$ cat src/rtl/approx_mult_pkg.sv
// Shared definitions for the approximate recursive multiplier.
// Holds the quadrant index constants and the LSB truncation helper used by
// the datapath and by the bench reference model.
package approx_mult_pkg;

    // Quadrant indices: bit i of quad_mask approximates sub-product i.
    localparam int unsigned QLL = 0;   // aL * bL
    localparam int unsigned QLH = 1;   // aL * bH
    localparam int unsigned QHL = 2;   // aH * bL
    localparam int unsigned QHH = 3;   // aH * bH
    localparam int unsigned NQ  = 4;

    // Widest value trunc_lsb handles; callers zero-extend into it.
    localparam int unsigned MAX_W = 64;

    // Clear the n least-significant bits of value (n >= MAX_W clears all).
    function automatic logic [MAX_W-1:0] trunc_lsb(input logic [MAX_W-1:0] value,
                                                    input int unsigned      n);
        logic [MAX_W-1:0] keep;
        keep = (n >= MAX_W) ? '0 : ({MAX_W{1'b1}} << n);
        return value & keep;
    endfunction

endpackage

$ cat src/rtl/approx_rec_mult_pipe_if.sv
// Streaming bus of the approximate multiplier.
//   in_valid/in_ready : operand beat handshake (a, b, quad_mask, tag_in)
//   out_valid/out_ready : result handshake (y, tag_out, out_approx)
// master = traffic source/sink around the block, slave = the multiplier.
interface approx_rec_mult_pipe_if #(
    parameter int unsigned WIDTH = 8,
    parameter int unsigned TAG_W = 4
);
    logic                 in_valid;
    logic                 in_ready;
    logic [WIDTH-1:0]     a;
    logic [WIDTH-1:0]     b;
    logic [3:0]           quad_mask;
    logic [TAG_W-1:0]     tag_in;
    logic                 out_valid;
    logic                 out_ready;
    logic [2*WIDTH-1:0]   y;
    logic [TAG_W-1:0]     tag_out;
    logic                 out_approx;

    modport master (
        output in_valid, a, b, quad_mask, tag_in, out_ready,
        input  in_ready, out_valid, y, tag_out, out_approx
    );

    modport slave (
        input  in_valid, a, b, quad_mask, tag_in, out_ready,
        output in_ready, out_valid, y, tag_out, out_approx
    );
endinterface

$ cat src/rtl/approx_quad_mult.sv
// One H x H unsigned quadrant product with optional LSB truncation.
//   x, w     : H-bit operand halves
//   trunc_en : zero the low TRUNC bits of the product
//   p_c      : 2H-bit product (combinational)
module approx_quad_mult
    import approx_mult_pkg::*;
#(
    parameter int unsigned H     = 4,
    parameter int unsigned TRUNC = 2
) (
    input  logic [H-1:0]   x,
    input  logic [H-1:0]   w,
    input  logic           trunc_en,
    output logic [2*H-1:0] p_c
);
    localparam int unsigned PW = 2 * H;

    logic [PW-1:0] prod;

    // Exact product, then optional truncation through the shared helper.
    always_comb begin
        prod = PW'(x) * PW'(w);
        p_c  = prod;
        if (trunc_en) begin
            p_c = PW'(trunc_lsb(MAX_W'(prod), TRUNC));
        end
    end
endmodule

$ cat src/rtl/approx_rec_mult_pipe.sv
// Three-stage pipelined single-level recursive approximate multiplier.
//   clk, rst_n : clock, asynchronous active-low reset
//   bus        : slave side of the valid/ready operand/result stream
//   approx_cnt : saturating count of delivered approximate results
// S1 registers operands, S2 the four quadrant sub-products, S3 the sum.
module approx_rec_mult_pipe
    import approx_mult_pkg::*;
#(
    parameter int unsigned WIDTH = 8,
    parameter int unsigned TRUNC = 2,
    parameter int unsigned TAG_W = 4,
    parameter int unsigned CNT_W = 16
) (
    input  logic                  clk,
    input  logic                  rst_n,
    approx_rec_mult_pipe_if.slave bus,
    output logic [CNT_W-1:0]      approx_cnt
);
    localparam int unsigned H  = WIDTH / 2;
    localparam int unsigned QW = 2 * H;
    localparam int unsigned PW = 2 * WIDTH;

    logic                  s1_valid;
    logic [WIDTH-1:0]      s1_a;
    logic [WIDTH-1:0]      s1_b;
    logic [3:0]            s1_mask;
    logic [TAG_W-1:0]      s1_tag;

    logic                  s2_valid;
    logic [NQ-1:0][QW-1:0] s2_q;
    logic                  s2_approx;
    logic [TAG_W-1:0]      s2_tag;

    logic [NQ-1:0][QW-1:0] q_c;
    logic [PW-1:0]         y_c;
    logic                  s1_load_c;
    logic                  s2_load_c;
    logic                  s3_load_c;

    // A stage may load when it is empty or its contents leave this cycle.
    always_comb begin
        s3_load_c = !bus.out_valid || bus.out_ready;
        s2_load_c = !s2_valid || s3_load_c;
        s1_load_c = !s1_valid || s2_load_c;
    end

    assign bus.in_ready = s1_load_c;

    // Quadrant q uses aH when q[1] is set and bH when q[0] is set.
    for (genvar qi = 0; qi < NQ; qi++) begin : g_quad
        logic [H-1:0] x_c;
        logic [H-1:0] w_c;
        assign x_c = (qi >= 2)     ? s1_a[WIDTH-1:H] : s1_a[H-1:0];
        assign w_c = (qi % 2 == 1) ? s1_b[WIDTH-1:H] : s1_b[H-1:0];
        approx_quad_mult #(.H(H), .TRUNC(TRUNC)) u_quad (
            .x        (x_c),
            .w        (w_c),
            .trunc_en (s1_mask[qi]),
            .p_c      (q_c[qi])
        );
    end

    // Recombine at full product width; truncation only lowers the sum.
    always_comb begin
        y_c = (PW'(s2_q[QHH]) << WIDTH)
            + (PW'(s2_q[QLH]) << H)
            + (PW'(s2_q[QHL]) << H)
            +  PW'(s2_q[QLL]);
    end

    // S1: operand capture.
    always_ff @(posedge clk or negedge rst_n) begin
        if (!rst_n) begin
            s1_valid <= 1'b0;
            s1_a     <= '0;
            s1_b     <= '0;
            s1_mask  <= '0;
            s1_tag   <= '0;
        end else if (s1_load_c) begin
            s1_valid <= bus.in_valid;
            if (bus.in_valid) begin
                s1_a    <= bus.a;
                s1_b    <= bus.b;
                s1_mask <= bus.quad_mask;
                s1_tag  <= bus.tag_in;
            end
        end
    end

    // S2: quadrant sub-products.
    always_ff @(posedge clk or negedge rst_n) begin
        if (!rst_n) begin
            s2_valid  <= 1'b0;
            s2_q      <= '0;
            s2_approx <= 1'b0;
            s2_tag    <= '0;
        end else if (s2_load_c) begin
            s2_valid <= s1_valid;
            if (s1_valid) begin
                s2_q      <= q_c;
                s2_approx <= |s1_mask;
                s2_tag    <= s1_tag;
            end
        end
    end

    // S3: output register; holds while out_valid && !out_ready.
    always_ff @(posedge clk or negedge rst_n) begin
        if (!rst_n) begin
            bus.out_valid  <= 1'b0;
            bus.y          <= '0;
            bus.tag_out    <= '0;
            bus.out_approx <= 1'b0;
        end else if (s3_load_c) begin
            bus.out_valid <= s2_valid;
            if (s2_valid) begin
                bus.y          <= y_c;
                bus.tag_out    <= s2_tag;
                bus.out_approx <= s2_approx;
            end
        end
    end

    // Count delivered approximate results, sticking at all-ones.
    always_ff @(posedge clk or negedge rst_n) begin
        if (!rst_n) begin
            approx_cnt <= '0;
        end else if (bus.out_valid && bus.out_ready && bus.out_approx
                     && (approx_cnt != '1)) begin
            approx_cnt <= approx_cnt + CNT_W'(1);
        end
    end
endmodule

$ cat src/flat_wrapper.sv
// flat-port wrapper written by rule: the top's interface ports become plain ports
module approx_rec_mult_pipe_flat import approx_mult_pkg::*;
#(
    parameter int unsigned WIDTH = 8,
    parameter int unsigned TRUNC = 2,
    parameter int unsigned TAG_W = 4,
    parameter int unsigned CNT_W = 16
)
  (clk, rst_n, approx_cnt, bus_in_valid, bus_a, bus_b, bus_quad_mask, bus_tag_in, bus_out_ready, bus_in_ready, bus_out_valid, bus_y, bus_tag_out, bus_out_approx);
  approx_rec_mult_pipe_if #(.WIDTH(WIDTH), .TAG_W(TAG_W)) bus_i ();
  input  logic clk;
  input  logic rst_n;
  output logic [CNT_W-1:0] approx_cnt;
  input wire logic [$bits(bus_i.in_valid)-1:0] bus_in_valid;
  input wire logic [$bits(bus_i.a)-1:0] bus_a;
  input wire logic [$bits(bus_i.b)-1:0] bus_b;
  input wire logic [$bits(bus_i.quad_mask)-1:0] bus_quad_mask;
  input wire logic [$bits(bus_i.tag_in)-1:0] bus_tag_in;
  input wire logic [$bits(bus_i.out_ready)-1:0] bus_out_ready;
  output wire logic [$bits(bus_i.in_ready)-1:0] bus_in_ready;
  output wire logic [$bits(bus_i.out_valid)-1:0] bus_out_valid;
  output wire logic [$bits(bus_i.y)-1:0] bus_y;
  output wire logic [$bits(bus_i.tag_out)-1:0] bus_tag_out;
  output wire logic [$bits(bus_i.out_approx)-1:0] bus_out_approx;
  assign bus_i.in_valid = bus_in_valid;
  assign bus_i.a = bus_a;
  assign bus_i.b = bus_b;
  assign bus_i.quad_mask = bus_quad_mask;
  assign bus_i.tag_in = bus_tag_in;
  assign bus_i.out_ready = bus_out_ready;
  assign bus_in_ready = bus_i.in_ready;
  assign bus_out_valid = bus_i.out_valid;
  assign bus_y = bus_i.y;
  assign bus_tag_out = bus_i.tag_out;
  assign bus_out_approx = bus_i.out_approx;
  approx_rec_mult_pipe #(.WIDTH(WIDTH), .TRUNC(TRUNC), .TAG_W(TAG_W), .CNT_W(CNT_W)) u_core (.clk(clk), .rst_n(rst_n), .bus(bus_i), .approx_cnt(approx_cnt));
endmodule
$ cat config.mk
export PLATFORM = sky130hd
export DESIGN_NAME = approx_rec_mult_pipe_flat
export DESIGN_NICKNAME = d
export VERILOG_FILES = /design/src/rtl/approx_mult_pkg.sv /design/src/rtl/approx_rec_mult_pipe_if.sv /design/src/rtl/approx_quad_mult.sv /design/src/rtl/approx_rec_mult_pipe.sv /design/src/flat_wrapper.sv
export SDC_FILE = /design/constraint.sdc
export NUM_CORES = 1
export LEC_CHECK = 0
export CAP_MARGIN = 0
export CORE_ASPECT_RATIO = 0.9
export CORE_MARGIN = 2
export CORE_UTILIZATION = 57
export DETAILED_ROUTE_END_ITERATION = 7
export PLACE_DENSITY = 0.9
export SYNTH_ARGS = -nofsm -noshare
export SYNTH_HDL_FRONTEND = slang
export SYNTH_SLANG_ARGS = --single-unit
$ cat constraint.sdc
create_clock -name clk -period 3.5 [get_ports clk]
set_input_delay 0.525 -clock clk [delete_from_list [all_inputs] [get_ports clk]]
set_output_delay 0.525 -clock clk [all_outputs]
set_load 0.005 [all_outputs]
==> qor.tcl <==
set qor(ant_nets) 0
set qor(drt-wirelength-per-cell_um) 15.67
set qor(clk_root_buffer_cell) {sky130_fd_sc_hd__clkbuf_16}
set qor(starting_utilization_of_the_core_area_pct) 59.10
set qor(outcome) {completed}
set qor(layout_filler_cell_count) 771
set qor(p_int_w) 0.003152
set qor(wirelength_mm) 12.35
set qor(grt_use_total_pct) 23.00
set qor(die_w_um) 113.3
set qor(crit_required_ns) 3.69
set qor(design_area_mm2) 0.007221
set qor(power_frac_clock_pct) 18.5
set qor(timing.max_slew.rel_slack_pct) 37.33
set qor(synth.top_cells.by_area) {sky130_fd_sc_hd__dfrtp_1, sky130_fd_sc_hd__ha_1, sky130_fd_sc_hd__fa_1}
set qor(synth_largest_type_area_fraction_pct) 41.21
set qor(synth-seq-cells) 101
set qor(area_growth_pct) 17.73
set qor(netlist_area_mm2) 0.006133
set qor(ctsHoldBuffers) 0
set qor(remaining_drc_errors) 0
set qor(ir_drop_mv) 0.3166
set qor(layout.core_utilization_pct) 69.57
set qor(combined_area_of_the_multi_input_logic_cells_mm2) 0.003428
set qor(max_cap_viol_count) 0
set qor(startpoint_type) {flip-flop}
set qor(hold_path_class) {input port to asynchronous set/reset pin}
set qor(htree_levels) 3
set qor(drt_first_pass_iters) 4
set qor(reg2reg_depth) 10
set qor(cts.reportedPaths.clkPinSlew_ns) 0.07
set qor(tritoncts) {built}
set qor(achievable-frequency_mhz) 334.3
set qor(die_y_um) 102.4
set qor(syn_inst) 585
set qor(pwr_density_cell_mw_per_mm2) 700.7
set qor(core-area_mm2) 0.01038
set qor(synth_warnings) 0
set qor(num_io_pins) 67
set qor(cts.path.max_buffers) 2
set qor(final_setup_violations) 0
set qor(p_comb_share_pct) 45.9
set qor(avgSynthCellArea_um2) 10.48
set qor(total_leakage_power_nw) 3.422
set qor(p_switching_w) 0.001908
set qor(cts_buffers) 9
set qor(synth_top_cells_by_count) {sky130_fd_sc_hd__nand2_1, sky130_fd_sc_hd__dfrtp_1, sky130_fd_sc_hd__ha_1, sky130_fd_sc_hd__and2_1, sky130_fd_sc_hd__o21ai_0}
set qor(cp.arrival_ns) 3.18
set qor(synth.yosys.seq_area_share_pct) 41.21
set qor(post_cts_resized) 0
set qor(ys_async_sr_fraction_pct) 100.0
set qor(finalClockSkew_ns) 0.004936
set qor(diodes) 0
set qor(placement_rows) 35
set qor(crit-reg2reg-capture) {u_core.s2_q[15]}
set qor(power_switching_share_pct) 37.71
set qor(grt_start_max_net_pins) 55
set qor(final_nets) 765
set qor(setup_repair_after_global_routing_missed_its_margin) {false}
set qor(setup.worst_path.class) {flip-flop to flip-flop}
set qor(portBuffers) 66
set qor(grt_pass1_vias) 4455
set qor(critical_path.max_fanout) 9
set qor(seq_power_share_pct) 35.6
set qor(timing.critical_path.to_type) {flip-flop}
set qor(synth_enable_flop_cells) 0
set qor(grt_first_pass_wirelength_mm) 21.09
set qor(detail_route.vias_per_cell) 5.547
set qor(timing.final.crit_period_ns) 2.991
set qor(report.final.hold_viol_count) 0
set qor(setup_total_negative_slack_ns) 0
set qor(yosys.area.top_type) {sky130_fd_sc_hd__dfrtp_1}
set qor(cts.sinks) 101
set qor(drive_above_1_share_pct) 9.712
set qor(drt_iter0_drc) 202
set qor(tightest_slew_ns) 0.9378
set qor(yosysUniqueCellTypes) 43
set qor(maxSlewViolCount) 0
set qor(globalRoute.totalOverflow) 0
set qor(grt_antenna_before_repair) 0
set qor(cts_setup_buffers) 0
set qor(r2r_start) {u_core.s1_b[7]}
set qor(clk-insertion-delay-late_ns) 0.34
set qor(synth_flop_cell) {sky130_fd_sc_hd__dfrtp_1}
set qor(min_period_over_period_pct) 85.47
set qor(vias) 4371
set qor(post-synth-top-count-cell) {sky130_fd_sc_hd__nand2_1}
set qor(report.power.total_w) 0.005060
set qor(reg2reg_setup_slack_ns) 0.51
set qor(place.detailed.hpwl_mm) 9.538
set qor(die_area_mm2) 0.01161
set qor(syn_nets) 695
set qor(placed_area_mm2) 0.006945
set qor(place_congestion) 0.8231
set qor(layout.area.seq_mm2) 0.002527
metal layers:
metal,vias to the layer above,share of wire (%),GRT usage (%)
met3,15,3.7,3.974
met1,2153,45,30.93
met4,0,1.1,5.816
met2,90,50,39.43
met5,-,0,0
li1,2113,-,-
cell type report:
class,instances,share of cell area [%]
timing repair buffer,71,9.808
clock inverter,4,0.4505
sequential,101,35.00
multi-input combinational,440,47.48
inverter,32,1.663
clock buffer,11,3.362
tap,129,2.235
worst max-delay path by stage:
stage | slack [ns] | cells past startpoint | endpoint | start
floorplan | 0.71 | 10 | u_core.s2_q[7] | u_core.s1_a[0]
global route | 0.31 | 10 | u_core.s2_q[15] | u_core.s1_b[7]
global placement | 0.56 | 10 | u_core.s2_q[7] | u_core.s1_a[0]
detailed placement | 0.52 | 10 | u_core.s2_q[7] | u_core.s1_a[0]
finish | 0.51 | 10 | u_core.s2_q[15] | u_core.s1_b[7]
CTS | 0.51 | 10 | u_core.s2_q[22] | u_core.s1_a[4]
per-stage QoR:
| stage | std cells | hold slack (ns) | worst slack, ns |
|---|---|---|---|
| floorplan | 585 | 0.2294 | 0.7121 |
| global placement | 773 | 0.4487 | 0.5581 |
| detailed placement | 773 | 0.4561 | 0.5246 |
| CTS | 788 | 0.2180 | 0.5061 |
| global route | 788 | 0.2413 | 0.3139 |
| finish | 788 | 0.1932 | 0.5086 |
registers in the layout, summed over array words and instances, names as in the netlist:
register / cells
u_core.s1_a: 8
u_core.s2_q: 32
u_core.approx_cnt: 16
u_core.bus.out_valid: 1
u_core.bus.tag_out: 4
u_core.s1_valid: 1
u_core.bus.y: 16
u_core.s2_valid: 1
u_core.s1_b: 8
u_core.s1_tag: 4
u_core.s2_approx: 1
u_core.s2_tag: 4
u_core.bus.out_approx: 1
u_core.s1_mask: 4
cell usage in the layout, fill, tap and decap left out, drive strengths merged, types with 2 or more instances in the layout:
cell,Yosys,layout
nor4,2,2
mux2i,2,2
nor2,8,8
nand2,110,110
nand3,5,5
o21ai,39,39
nor2b,2,2
clkdlybuf4s50,0,65
o31ai,6,6
a21oi,20,20
and2,43,43
nand2b,10,10
mux2,37,37
o21a,4,4
clkbuf,6,11
ha,57,57
dfrtp,101,101
nand4,8,8
a21o,8,8
inv,32,33
o21bai,2,2
nor3,5,5
and3,3,3
clkinvlp,0,2
xnor2,14,14
fa,25,25
buf,6,6
a31oi,2,2
xor2,20,20
critical path, stage by stage (launching register included):
cell and delay, ns:
sky130_fd_sc_hd__dfrtp_1 0.49, sky130_fd_sc_hd__nand2_1 0.12, sky130_fd_sc_hd__fa_1 0.54, sky130_fd_sc_hd__inv_1 0.05
sky130_fd_sc_hd__fa_1 0.52, sky130_fd_sc_hd__ha_1 0.33, sky130_fd_sc_hd__a21oi_1 0.23, sky130_fd_sc_hd__o21ai_0 0.13
sky130_fd_sc_hd__a21oi_1 0.18, sky130_fd_sc_hd__xor2_1 0.16, sky130_fd_sc_hd__o21ai_0 0.09
logic make-up after synthesis:
logic type	Yosys count	synth area share, %
flops	101	41.21
buf+inv	44	2.938
compound gates	87	8.364
mux	39	7.120
simple gates	198	15.73
fa+ha+maj	82	19.79
xor+xnor	34	4.855
power groups by stage:
| stage | registers (W) | clock network, W | logic, W |
|---|---|---|---|
| 5_1_grt | 0.00185 | 0.000996 | 0.00264 |
| 4_1_cts | 0.00180 | 0.000954 | 0.00233 |
| 3_3_place_gp | 0.00180 | 0 | 0.00215 |
| 6_report | 0.00180 | 0.000936 | 0.00232 |
| 2_1_floorplan | 0.00175 | 0 | 0.00156 |
| 3_5_place_dp | 0.00182 | 0 | 0.00228 |
No activity file was read; power rests on OpenSTA's default activity.
